[src/rtl/sc_read_scheduler_pkg.sv]
// Shared types and helpers for the register-file read scheduler.
// Holds the FSM state encoding, the default register count and the index range check.
package sc_read_scheduler_pkg;

  typedef enum logic [1:0] {
    ST_IDLE    = 2'd0,
    ST_SELECT  = 2'd1,
    ST_CAPTURE = 2'd2
  } state_t;

  localparam int unsigned NUM_REGS_DEFAULT = 38;

  function automatic logic idx_in_range(input int unsigned idx, input int unsigned num_regs);
    return idx < num_regs;
  endfunction

endpackage

[src/rtl/sc_rr_arbiter.sv]
// Combinational round-robin pick: first unmasked request at or after the pointer,
// wrapping from NUM_REQ-1 back to 0.
module sc_rr_arbiter #(
  parameter int unsigned NUM_REQ = 4,
  parameter int unsigned PTRW    = $clog2(NUM_REQ)
) (
  input  logic [NUM_REQ-1:0] i_req,
  input  logic [NUM_REQ-1:0] i_mask,
  input  logic [PTRW-1:0]    i_ptr,
  output logic [NUM_REQ-1:0] o_grant,
  output logic               o_valid
);

  logic [NUM_REQ-1:0] w_eff;
  logic               w_found;
  int unsigned        w_idx;

  assign w_eff = i_req & ~i_mask;

  always_comb begin
    o_grant = '0;
    w_found = 1'b0;
    w_idx   = 0;
    for (int unsigned k = 0; k < NUM_REQ; k++) begin
      w_idx = (32'(i_ptr) + k) % NUM_REQ;
      if (!w_found && w_eff[PTRW'(w_idx)]) begin
        o_grant[PTRW'(w_idx)] = 1'b1;
        w_found               = 1'b1;
      end
    end
  end

  assign o_valid = w_found;

endmodule

[src/rtl/sc_read_scheduler.sv]
// Time-shares the register-file read decoder among NUM_REQ requesters with
// round-robin arbitration; one read per two cycles, registered data and pulses.
module sc_read_scheduler
  import sc_read_scheduler_pkg::*;
#(
  parameter int unsigned NUM_REQ                 = 4,
  parameter int unsigned DATAWIDTH_MUX_SELECTION = 6,
  parameter int unsigned DATAWIDTH_BUS           = 32,
  parameter int unsigned NUM_REGS                = NUM_REGS_DEFAULT
) (
  input  logic                                       SC_READ_SCHEDULER_CLOCK_50,
  input  logic                                       SC_READ_SCHEDULER_RESET_InHigh,
  input  logic [NUM_REQ-1:0]                         SC_READ_SCHEDULER_Req_In,
  input  logic [NUM_REQ*DATAWIDTH_MUX_SELECTION-1:0] SC_READ_SCHEDULER_Addr_In,
  output logic [DATAWIDTH_MUX_SELECTION-1:0]         SC_READ_SCHEDULER_Selection_Out,
  input  logic [DATAWIDTH_BUS-1:0]                   SC_READ_SCHEDULER_DataBUS_In,
  output logic [DATAWIDTH_BUS-1:0]                   SC_READ_SCHEDULER_DataBUS_Out,
  output logic [NUM_REQ-1:0]                         SC_READ_SCHEDULER_Grant_Out,
  output logic [NUM_REQ-1:0]                         SC_READ_SCHEDULER_Valid_Out,
  output logic                                       SC_READ_SCHEDULER_Error_Out,
  output logic                                       SC_READ_SCHEDULER_Busy_Out
);

  localparam int unsigned SEL  = DATAWIDTH_MUX_SELECTION;
  localparam int unsigned BUS  = DATAWIDTH_BUS;
  localparam int unsigned PTRW = $clog2(NUM_REQ);

  state_t              r_state, w_state_nxt;
  logic [PTRW-1:0]     r_ptr, r_owner_idx, w_ptr_inc, w_arb_ptr, w_win_idx;
  logic [NUM_REQ-1:0]  r_grant, r_valid, w_arb_mask, w_arb_grant;
  logic                w_arb_valid, w_take, w_win_oor;
  logic [SEL-1:0]      r_sel, w_win_addr;
  logic [BUS-1:0]      r_data;
  logic                r_oor, r_err, r_busy;

  assign w_ptr_inc  = (r_owner_idx == PTRW'(NUM_REQ - 1)) ? '0 : r_owner_idx + PTRW'(1);
  // While completing a read, the pointer already moves past the owner and the owner is masked.
  assign w_arb_ptr  = (r_state == ST_CAPTURE) ? w_ptr_inc : r_ptr;
  assign w_arb_mask = (r_state == ST_CAPTURE) ? r_grant : '0;

  sc_rr_arbiter #(
    .NUM_REQ (NUM_REQ),
    .PTRW    (PTRW)
  ) u_arb (
    .i_req   (SC_READ_SCHEDULER_Req_In),
    .i_mask  (w_arb_mask),
    .i_ptr   (w_arb_ptr),
    .o_grant (w_arb_grant),
    .o_valid (w_arb_valid)
  );

  always_ff @(posedge SC_READ_SCHEDULER_CLOCK_50) begin
    if (SC_READ_SCHEDULER_RESET_InHigh) r_state <= ST_IDLE;
    else                                r_state <= w_state_nxt;
  end

  always_comb begin
    w_state_nxt = r_state;
    case (r_state)
      ST_IDLE:    if (w_arb_valid) w_state_nxt = ST_SELECT;
      ST_SELECT:  w_state_nxt = ST_CAPTURE;
      ST_CAPTURE: w_state_nxt = w_arb_valid ? ST_SELECT : ST_IDLE;
      default:    w_state_nxt = ST_IDLE;
    endcase
  end

  // Winner decode: index, its address and whether that address is out of range.
  always_comb begin
    w_take     = w_arb_valid && ((r_state == ST_IDLE) || (r_state == ST_CAPTURE));
    w_win_idx  = '0;
    w_win_addr = '0;
    for (int unsigned i = 0; i < NUM_REQ; i++) begin
      if (w_arb_grant[i]) begin
        w_win_idx  = PTRW'(i);
        w_win_addr = SC_READ_SCHEDULER_Addr_In[i*SEL +: SEL];
      end
    end
    w_win_oor = !idx_in_range(32'(w_win_addr), NUM_REGS);
  end

  always_ff @(posedge SC_READ_SCHEDULER_CLOCK_50) begin
    if (SC_READ_SCHEDULER_RESET_InHigh) begin
      r_ptr       <= '0;
      r_owner_idx <= '0;
      r_grant     <= '0;
      r_valid     <= '0;
      r_sel       <= '0;
      r_data      <= '0;
      r_oor       <= 1'b0;
      r_err       <= 1'b0;
      r_busy      <= 1'b0;
    end else begin
      r_valid <= '0;
      r_err   <= 1'b0;
      if (r_state == ST_SELECT) begin
        r_data  <= r_oor ? '0 : SC_READ_SCHEDULER_DataBUS_In;
        r_valid <= r_grant;
        r_err   <= r_oor;
      end
      if (r_state == ST_CAPTURE) r_ptr <= w_ptr_inc;
      if (w_take) begin
        r_owner_idx <= w_win_idx;
        r_grant     <= w_arb_grant;
        r_sel       <= w_win_oor ? '0 : w_win_addr;
        r_oor       <= w_win_oor;
        r_busy      <= 1'b1;
      end else if (r_state == ST_CAPTURE) begin
        r_grant <= '0;
        r_busy  <= 1'b0;
      end
    end
  end

  assign SC_READ_SCHEDULER_Selection_Out = r_sel;
  assign SC_READ_SCHEDULER_DataBUS_Out   = r_data;
  assign SC_READ_SCHEDULER_Grant_Out     = r_grant;
  assign SC_READ_SCHEDULER_Valid_Out     = r_valid;
  assign SC_READ_SCHEDULER_Error_Out     = r_err;
  assign SC_READ_SCHEDULER_Busy_Out      = r_busy;

endmodule

[config.mk]
export PLATFORM = sky130hd
export DESIGN_NAME = sc_read_scheduler
export DESIGN_NICKNAME = d
export VERILOG_FILES = /design/src/rtl/sc_read_scheduler_pkg.sv /design/src/rtl/sc_rr_arbiter.sv /design/src/rtl/sc_read_scheduler.sv
export SDC_FILE = /design/constraint.sdc
export NUM_CORES = 1
export LEC_CHECK = 0
export CELL_PAD_IN_SITES_DETAIL_PLACEMENT = 1
export CELL_PAD_IN_SITES_GLOBAL_PLACEMENT = 1
export CORE_UTILIZATION = 30
export DETAILED_ROUTE_END_ITERATION = 16
export PLACE_DENSITY_LB_ADDON = 0.1
export REMOVE_ABC_BUFFERS = 1
export SLEW_MARGIN = 20
export SYNTH_ARGS = -nofsm -noshare
export SYNTH_HDL_FRONTEND = slang
export SYNTH_HIERARCHICAL = 1
export SYNTH_SLANG_ARGS = --single-unit
[constraint.sdc]
create_clock -name SC_READ_SCHEDULER_CLOCK_50 -period 8.6 [get_ports SC_READ_SCHEDULER_CLOCK_50]
set_clock_uncertainty 0.05 [all_clocks]
set_input_delay 1.72 -clock SC_READ_SCHEDULER_CLOCK_50 [delete_from_list [all_inputs] [get_ports SC_READ_SCHEDULER_CLOCK_50]]
set_output_delay 1.72 -clock SC_READ_SCHEDULER_CLOCK_50 [all_outputs]
set_load 0.05 [all_outputs]
==> flow_results.xml, run 1 <==
<?xml version="1.0" encoding="UTF-8"?>
<metrics>
  <group name="run_status">
    <metric name="run_status" unit="">finished, violations left</metric>
    <metric name="violations_in_the_final_reports" unit="">design-rule violations</metric>
  </group>
  <group name="setup_path">
    <metric name="path_depth" unit="">11</metric>
    <metric name="critical_path_peak_fanout" unit="">9</metric>
    <metric name="crit_buf_inv" unit="">1</metric>
    <metric name="reg_to_reg_setup_timing_slack" unit="ns">4.16</metric>
    <metric name="worstPathCellList" unit="">clkdlybuf4s50_1 -&gt; and2b_1 -&gt; mux4_2 -&gt; a22oi_1 -&gt; o21ai_1 -&gt; a221o_1 -&gt; nor2b_2 -&gt; a221o_1 -&gt; o221ai_1 -&gt; or3b_1 -&gt; a21oi_1</metric>
    <metric name="cp.required" unit="ns">8.78</metric>
    <metric name="crit_family" unit="">compound AO/OA/AOI/OAI gates</metric>
    <metric name="critical_path.max_stage_delay" unit="ns">0.54</metric>
    <metric name="cpMostUsedCell" unit="">sky130_fd_sc_hd__a221o_1</metric>
    <metric name="kind_of_start_point_of_the_critical_path" unit="">input pin</metric>
    <metric name="critical_path.slowest_cell" unit="">sky130_fd_sc_hd__mux4_2</metric>
    <metric name="worst_r2r_startpoint" unit="">r_state[1]$_SDFFE_PP0P_</metric>
    <metric name="timing.critical_path.arrival" unit="ns">4.81</metric>
    <metric name="critPathLaunch" unit="">SC_READ_SCHEDULER_Req_In[2]</metric>
    <metric name="number_of_cells_on_the_worst_reg_to_reg_path" unit="">16</metric>
    <metric name="end_kind" unit="">register</metric>
    <metric name="timing_worst_setup_path_type" unit="">input pin to register</metric>
  </group>
  <group name="routing">
    <metric name="firstDrtPassIters" unit="">10</metric>
    <metric name="postRouteWirelength" unit="um">6517</metric>
    <metric name="vias" unit="">2221</metric>
    <metric name="drtAntennaViolNets" unit="">0</metric>
    <metric name="routed_via_density" unit="">5.025</metric>
    <metric name="routed_wire_length_per_instance" unit="um">14.74</metric>
    <metric name="post-route-drc-count" unit="">1</metric>
    <metric name="detailedRoute.firstIterationViolations" unit="">56</metric>
  </group>
  <group name="global_routing">
    <metric name="number_of_global_route_vias_before_repair" unit="">2170</metric>
    <metric name="grt_start_max_net_pins" unit="">33</metric>
    <metric name="number_of_antenna_violations_at_the_first_check_in_global_routing" unit="">0</metric>
    <metric name="gr-total-overflow" unit="">0</metric>
    <metric name="grt.total_usage" unit="%">16.37</metric>
    <metric name="grt_pass1_wl" unit="um">10960</metric>
  </group>
  <group name="power_and_ir_drop">
    <metric name="leakage" unit="nW">1.389</metric>
    <metric name="irDropWorstVdd" unit="mV">0.06580</metric>
    <metric name="power_density_over_the_cells" unit="nW/um2">201.3</metric>
  </group>
  <group name="floorplanning">
    <metric name="std_cell_rows" unit="">32</metric>
    <metric name="initial_utilization" unit="%">30.99</metric>
    <metric name="boundaryPins" unit="">110</metric>
    <metric name="floorplan.die.width" unit="um">91.11</metric>
    <metric name="die_h" unit="um">91.11</metric>
    <metric name="die-area" unit="um2">8301</metric>
    <metric name="coreArea" unit="um2">7687</metric>
  </group>
  <group name="synth">
    <metric name="synth_area_per_cell" unit="um2">10.22</metric>
    <metric name="post-synth-top-area-fraction" unit="%">46.22</metric>
    <metric name="yosysWarnings" unit="">6</metric>
    <metric name="synth_enable_flop_cells" unit="">0</metric>
    <metric name="async_reset_ff_share" unit="%">0</metric>
    <metric name="synth_flop_cell" unit="">sky130_fd_sc_hd__dfxtp_1</metric>
    <metric name="ys_top_cells_by_area" unit="">sky130_fd_sc_hd__dfxtp_1, sky130_fd_sc_hd__a22o_1, sky130_fd_sc_hd__ha_1</metric>
    <metric name="synth_top_cell_by_area" unit="">sky130_fd_sc_hd__dfxtp_1</metric>
    <metric name="cell_area_after_synthesis" unit="um2">2382</metric>
    <metric name="mapped_cells" unit="">233</metric>
    <metric name="cell_variety_after_synth" unit="">43</metric>
    <metric name="synth_sequential_area_ratio" unit="%">46.22</metric>
    <metric name="postSynthRegisterBits" unit="">55</metric>
  </group>
  <group name="clocking">
    <metric name="clk-insertion-delay-late" unit="ns">0.31</metric>
    <metric name="htree_num_levels" unit="">2</metric>
    <metric name="clock_root_cell" unit="">sky130_fd_sc_hd__clkbuf_8</metric>
    <metric name="path_clk_slew" unit="ns">0.10</metric>
    <metric name="numCtsBuffers" unit="">5</metric>
    <metric name="post_cts_setup_buffers" unit="">0</metric>
    <metric name="cts_hold_fix_bufs" unit="">0</metric>
    <metric name="cts-resized-gates" unit="">0</metric>
    <metric name="clock_sink_count" unit="">55</metric>
    <metric name="tritoncts_clock_tree" unit="">yes</metric>
    <metric name="clock_tree.buffer_depth" unit="">2</metric>
  </group>
  <group name="sta">
    <metric name="setup_viol_count_final" unit="">0</metric>
    <metric name="max-slew-margin-rel" unit="%">47.98</metric>
    <metric name="maxSlewViolCount" unit="">0</metric>
    <metric name="setup_tns" unit="ns">0</metric>
    <metric name="finalHoldWorstSlack" unit="ns">0.4181</metric>
    <metric name="post-route-min-period" unit="ns">4.634</metric>
    <metric name="timing.final.crit_share" unit="%">53.88</metric>
    <metric name="rsz0062_at_grt" unit="">no</metric>
    <metric name="timing.final.hold_violations" unit="">0</metric>
    <metric name="tightest_slew" unit="ns">0.7732</metric>
    <metric name="clock.fmax" unit="MHz">215.8</metric>
  </group>
  <group name="placement">
    <metric name="place_hpwl" unit="um">5026</metric>
    <metric name="portBuffers" unit="">109</metric>
    <metric name="place_congestion" unit="">0.7856</metric>
    <metric name="place.detailed.instances" unit="">435</metric>
  </group>
  <group name="finish">
    <metric name="fin_cells" unit="">442</metric>
    <metric name="final_nets" unit="">410</metric>
    <metric name="flow.area_growth_from_synthesis" unit="%">53.94</metric>
    <metric name="n_antenna_cell" unit="">0</metric>
    <metric name="fraction_of_final_layout_cells_sized_beyond_drive_strength_1" unit="%">7.647</metric>
  </group>
  <group name="run">
    <metric name="max-cap-violations" unit="">0</metric>
  </group>
  <group name="hold_path">
    <metric name="cell_depth_of_the_worst_hold_path" unit="">2</metric>
    <metric name="worst_hold_path_type" unit="">register to register</metric>
    <metric name="holdCritStartpoint" unit="">SC_READ_SCHEDULER_Selection_Out[1]$_SDFFE_PP0P_</metric>
  </group>
</metrics>
[stage by stage]
stage	cell area, um2	power (mW)	util [%]	worst slack, ns
final	3667	0.7381	47.71	3.966
after global routing	3667	0.7803	47.71	3.669
after CTS	3667	0.7476	47.71	3.962
after detailed placement	3565	0.5811	46.37	3.627
after global placement	3565	0.5774	46.37	3.762
after floorplan	2317	0.4779	-	4.361
[worst min-delay path, cell delays in order, from the launching register on]
cell	delay, ns
sky130_fd_sc_hd__dfxtp_1	0.32
sky130_fd_sc_hd__nand2_1	0.05
sky130_fd_sc_hd__o31ai_1	0.05
[cell usage after synthesis (6+ instances only)]
cell / n
sky130_fd_sc_hd__nand2_1: 9
sky130_fd_sc_hd__inv_1: 10
sky130_fd_sc_hd__dfxtp_1: 55
sky130_fd_sc_hd__clkbuf_1: 6
sky130_fd_sc_hd__nor2b_1: 6
sky130_fd_sc_hd__and2_1: 9
sky130_fd_sc_hd__a221o_1: 6
sky130_fd_sc_hd__a22oi_1: 9
sky130_fd_sc_hd__nor3_1: 7
sky130_fd_sc_hd__ha_1: 8
sky130_fd_sc_hd__nor2_1: 14
sky130_fd_sc_hd__a22o_1: 33
[layout by cell type (no fill, tap or decap), types with 6 or more instances in the layout]
cell / count
sky130_fd_sc_hd__clkdlybuf4s50_1: 109
sky130_fd_sc_hd__dfxtp_1: 55
sky130_fd_sc_hd__a22o_1: 33
sky130_fd_sc_hd__nor2_1: 14
sky130_fd_sc_hd__inv_1: 10
sky130_fd_sc_hd__nand2_1: 9
sky130_fd_sc_hd__and2_1: 9
sky130_fd_sc_hd__a22oi_1: 9
sky130_fd_sc_hd__ha_1: 8
sky130_fd_sc_hd__nor3_1: 7
sky130_fd_sc_hd__a221o_1: 6
[report_power, final]
part           switching (mW)  internal [mW]
sequential             0.0149          0.280
combinational           0.163          0.115
clock                  0.0793         0.0855
total                   0.258          0.481
[cell families after synthesis]
kind of cell,count (synthesis),synth area share [%]
AO/OA/AOI/OAI,78,26.63
AND/OR/NAND/NOR,68,16.75
flip-flops,55,46.22
buffers and inverters,22,4.307
adder cells (fa/ha/maj),8,4.202
multiplexers,2,1.891
[final timing paths]
path,endpoint
worst min-delay path,SC_READ_SCHEDULER_Selection_Out[1]$_SDFFE_PP0P_
worst max register to register,SC_READ_SCHEDULER_Selection_Out[3]$_SDFFE_PP0P_
worst min register to register,SC_READ_SCHEDULER_Selection_Out[1]$_SDFFE_PP0P_
worst max-delay path,SC_READ_SCHEDULER_Selection_Out[3]$_SDFFE_PP0P_
[registers in the layout, summed over array words and instances (netlist names)]
name,count
r_state,2
SC_READ_SCHEDULER_Error_Out,1
SC_READ_SCHEDULER_DataBUS_Out,32
r_ptr,2
SC_READ_SCHEDULER_Grant_Out,4
SC_READ_SCHEDULER_Busy_Out,1
SC_READ_SCHEDULER_Selection_Out,6
r_oor,1
SC_READ_SCHEDULER_Valid_Out,4
r_owner_idx,2
[layout make-up]
| type | instances | area (um2) |
|---|---|---|
| Fill cell | 870 | 4020 |
| Multi-Input combinational cell | 156 | 1185 |
| Timing Repair Buffer | 112 | 1114 |
| Sequential cell | 55 | 1101 |
| Tap cell | 102 | 127.6 |
| Clock buffer | 6 | 72.57 |
| Inverter | 10 | 37.54 |
| Clock inverter | 1 | 30.03 |
[layer usage]
| layer | wire length [um] | vias up | global-route usage [%] |
|---|---|---|---|
| met3 | 458 | 5 | 4.188 |
| met1 | 3208 | 1044 | 23.01 |
| met2 | 2785 | 89 | 24.75 |
| li1 | - | 1083 | - |
| met4 | 64 | 0 | 4.365 |
| met5 | 0 | - | 0 |
(Power assumes the default switching activity.)
==> inputs of run 2 (changes only) <==
--- a/config.mk
+++ b/config.mk
@@ -7,7 +7,7 @@
 export LEC_CHECK = 0
 export CELL_PAD_IN_SITES_DETAIL_PLACEMENT = 1
 export CELL_PAD_IN_SITES_GLOBAL_PLACEMENT = 1
-export CORE_UTILIZATION = 30
+export CORE_UTILIZATION = 27
 export DETAILED_ROUTE_END_ITERATION = 16
 export PLACE_DENSITY_LB_ADDON = 0.1
 export REMOVE_ABC_BUFFERS = 1
==> constraint.sdc (replaced) <==
create_clock -name SC_READ_SCHEDULER_CLOCK_50 -period 4 [get_ports SC_READ_SCHEDULER_CLOCK_50]
set_clock_uncertainty 0.05 [all_clocks]
set_input_delay 0.8 -clock SC_READ_SCHEDULER_CLOCK_50 [delete_from_list [all_inputs] [get_ports SC_READ_SCHEDULER_CLOCK_50]]
set_output_delay 0.8 -clock SC_READ_SCHEDULER_CLOCK_50 [all_outputs]
set_load 0.05 [all_outputs]
==> run 2 against run 1 <==
The flow now finishes without violations; highest routed layer unchanged; clock power increased by 130%; sequential share of layout area decreased by 0.89 points; sequential cell count unchanged; first-iteration DRC count decreased by 18%; global-route usage decreased by 1.5 points; combinational power increased by 120%; register-to-register slack got worse by 3.9 ns; largest power group unchanged; routed wire length increased by 5.2%; cell count increased by 3.4%.
==> flow_results.xml, run 2 (synthesis gave the netlist of run 1 again) <==
<?xml version="1.0" encoding="UTF-8"?>
<metrics>
  <group name="sta">
    <metric name="setup_viol_count_final" unit="">0</metric>
    <metric name="maxSlewViolCount" unit="">0</metric>
    <metric name="timing.final.hold_violations" unit="">0</metric>
    <metric name="finalHoldWorstSlack" unit="ns">0.4186</metric>
    <metric name="rsz0062_at_grt" unit="">no</metric>
    <metric name="tightest_slew" unit="ns">0.5296</metric>
    <metric name="post-route-min-period" unit="ns">3.728</metric>
    <metric name="max-slew-margin-rel" unit="%">64.58</metric>
    <metric name="setup_tns" unit="ns">0</metric>
    <metric name="timing.final.crit_share" unit="%">93.19</metric>
    <metric name="clock.fmax" unit="MHz">268.3</metric>
  </group>
  <group name="power_and_ir_drop">
    <metric name="clkPwrFrac" unit="%">23.1</metric>
    <metric name="power.share.sequential" unit="%">38.8</metric>
    <metric name="combPwrFrac" unit="%">38.1</metric>
    <metric name="sw_frac_of_total" unit="%">35.34</metric>
    <metric name="leakage" unit="nW">1.449</metric>
    <metric name="power_density_over_the_cells" unit="nW/um2">433.2</metric>
    <metric name="internal_power" unit="mW">1.059</metric>
    <metric name="p_sw" unit="mW">0.5786</metric>
    <metric name="irDropWorstVdd" unit="mV">0.1877</metric>
    <metric name="total_power" unit="mW">1.637</metric>
  </group>
  <group name="placement">
    <metric name="place_hpwl" unit="um">5234</metric>
    <metric name="place.detailed.instances" unit="">449</metric>
    <metric name="place_congestion" unit="">0.7963</metric>
    <metric name="portBuffers" unit="">109</metric>
  </group>
  <group name="finish">
    <metric name="fill_cells" unit="">956</metric>
    <metric name="final_nets" unit="">421</metric>
    <metric name="layout.cells.most_common" unit="">sky130_fd_sc_hd__clkdlybuf4s50_1</metric>
    <metric name="fraction_of_final_layout_cells_sized_beyond_drive_strength_1" unit="%">11.65</metric>
    <metric name="fin_cells" unit="">457</metric>
    <metric name="n_antenna_cell" unit="">0</metric>
    <metric name="flow.area_growth_from_synthesis" unit="%">58.67</metric>
    <metric name="highest_count_cells_in_the_layout_ignoring_fill_and_taps" unit="">sky130_fd_sc_hd__clkdlybuf4s50_1, sky130_fd_sc_hd__dfxtp_1, sky130_fd_sc_hd__a22o_1</metric>
    <metric name="largest_register_ff_count" unit="">32</metric>
  </group>
  <group name="setup_path">
    <metric name="critical_path.slowest_cell" unit="">sky130_fd_sc_hd__mux4_2</metric>
    <metric name="cp.required" unit="ns">4.16</metric>
    <metric name="kind_of_start_point_of_the_critical_path" unit="">register</metric>
    <metric name="timing.critical_path.arrival" unit="ns">3.89</metric>
    <metric name="end_kind" unit="">register</metric>
    <metric name="critical_path_peak_fanout" unit="">7</metric>
    <metric name="worstPathCellList" unit="">ha_1 -&gt; o31ai_2 -&gt; inv_1 -&gt; ha_2 -&gt; mux4_2 -&gt; nand2b_2 -&gt; o21ai_1 -&gt; a221o_1 -&gt; or2_1 -&gt; a221o_2 -&gt; o221ai_1 -&gt; o211ai_1 -&gt; a22o_1</metric>
    <metric name="timing_worst_setup_path_type" unit="">register to register</metric>
    <metric name="critical_path.max_stage_delay" unit="ns">0.57</metric>
  </group>
  <group name="routing">
    <metric name="postRouteWirelength" unit="um">6857</metric>
    <metric name="detailedRoute.firstIterationViolations" unit="">46</metric>
    <metric name="routed_via_density" unit="">4.928</metric>
    <metric name="vias" unit="">2252</metric>
    <metric name="post-route-drc-count" unit="">0</metric>
    <metric name="drtAntennaViolNets" unit="">0</metric>
    <metric name="routed_wire_length_per_instance" unit="um">15.00</metric>
    <metric name="firstDrtPassIters" unit="">4</metric>
  </group>
  <group name="global_routing">
    <metric name="grt.total_usage" unit="%">14.90</metric>
    <metric name="number_of_antenna_violations_at_the_first_check_in_global_routing" unit="">0</metric>
    <metric name="gr-total-overflow" unit="">0</metric>
    <metric name="grt_pass1_wl" unit="um">10730</metric>
    <metric name="grt_start_max_net_pins" unit="">33</metric>
    <metric name="number_of_global_route_vias_before_repair" unit="">2207</metric>
  </group>
  <group name="clocking">
    <metric name="cts_hold_fix_bufs" unit="">0</metric>
    <metric name="htree_num_levels" unit="">2</metric>
    <metric name="tritoncts_clock_tree" unit="">yes</metric>
    <metric name="clk-insertion-delay-late" unit="ns">0.31</metric>
    <metric name="clock_sink_count" unit="">55</metric>
    <metric name="numCtsBuffers" unit="">5</metric>
    <metric name="clock_tree.buffer_depth" unit="">2</metric>
    <metric name="clock_root_cell" unit="">sky130_fd_sc_hd__clkbuf_8</metric>
    <metric name="path_clk_slew" unit="ns">0.10</metric>
  </group>
  <group name="hold_path">
    <metric name="worst_hold_path_type" unit="">register to register</metric>
  </group>
  <group name="run">
    <metric name="max-cap-violations" unit="">0</metric>
  </group>
  <group name="floorplanning">
    <metric name="std_cell_rows" unit="">33</metric>
    <metric name="die-area" unit="um2">9203</metric>
    <metric name="coreArea" unit="um2">8382</metric>
    <metric name="die_h" unit="um">95.93</metric>
    <metric name="initial_utilization" unit="%">28.42</metric>
    <metric name="floorplan.die.width" unit="um">95.93</metric>
    <metric name="boundaryPins" unit="">110</metric>
  </group>
  <group name="run_status">
    <metric name="run_status" unit="">complete, no violations</metric>
  </group>
</metrics>
[run 2: cell type report]
class                   instances  area (um2)  area share (%)
clock buffers                   5       68.82           1.821
clock inverters                 3       46.29           1.225
inverters                      10       37.54          0.9930
multi-input cells             156        1199           31.71
flip-flops and latches         55        1101           29.13
well taps                     105       131.4           3.476
repair buffers                123        1196           31.65
[run 2: per-stage QoR]
step,utilization [%],worst slack (ns),area [um2]
floorplan,-,-0.1636,2317
global placement,43.56,0.1680,3651
detailed placement,43.56,0.06550,3651
CTS,44.93,0.1239,3766
global route,45.10,0.01020,3780
finish,45.10,0.2724,3780
[run 2: layer usage]
metal  up-vias  wire length, um  global-route usage [%]
met5         -                0                       0
met4         0               55                   4.104
met3         4              482                   3.239
met2        79             3030                   24.58
met1      1065             3289                   19.54
li1       1104                -                       -
[run 2: final timing paths]
path	cells past startpoint	slack, ns	start	end
worst max-delay path	13	0.27	r_owner_idx[0]$_SDFFE_PP0P_	r_oor$_SDFFE_PP0P_
worst min-delay path	2	0.42	SC_READ_SCHEDULER_Selection_Out[5]$_SDFFE_PP0P_	SC_READ_SCHEDULER_Selection_Out[5]$_SDFFE_PP0P_
worst max register to register	13	0.27	r_owner_idx[0]$_SDFFE_PP0P_	r_oor$_SDFFE_PP0P_
worst min register to register	2	0.42	SC_READ_SCHEDULER_Selection_Out[5]$_SDFFE_PP0P_	SC_READ_SCHEDULER_Selection_Out[5]$_SDFFE_PP0P_
[run 2: timing repair]
action | in CTS | in global routing
endpoints found under the setup margin | 0 | 5
buffers inserted | 0 | 0
resized for setup | 0 | 3
[run 2: worst max-delay path, delay by kind of cell (launching register included)]
| family | cells | cell delay [ns] |
|---|---|---|
| buffers and inverters | 1 | 0.10 |
| adder cells (fa/ha/maj) | 2 | 0.59 |
| AO/OA/AOI/OAI | 7 | 1.52 |
| flip-flops | 1 | 0.35 |
| AND/OR/NAND/NOR | 2 | 0.47 |
| multiplexers | 1 | 0.57 |
[run 2: power groups by stage]
stage                     Clock [mW]  Combinational (mW)  Sequential (mW)
after detailed placement           0               0.624            0.649
after CTS                      0.394               0.626            0.636
after global routing           0.416               0.674            0.643
after global placement             0               0.616            0.647
final                          0.379               0.624            0.635
after floorplan                    0               0.224            0.803
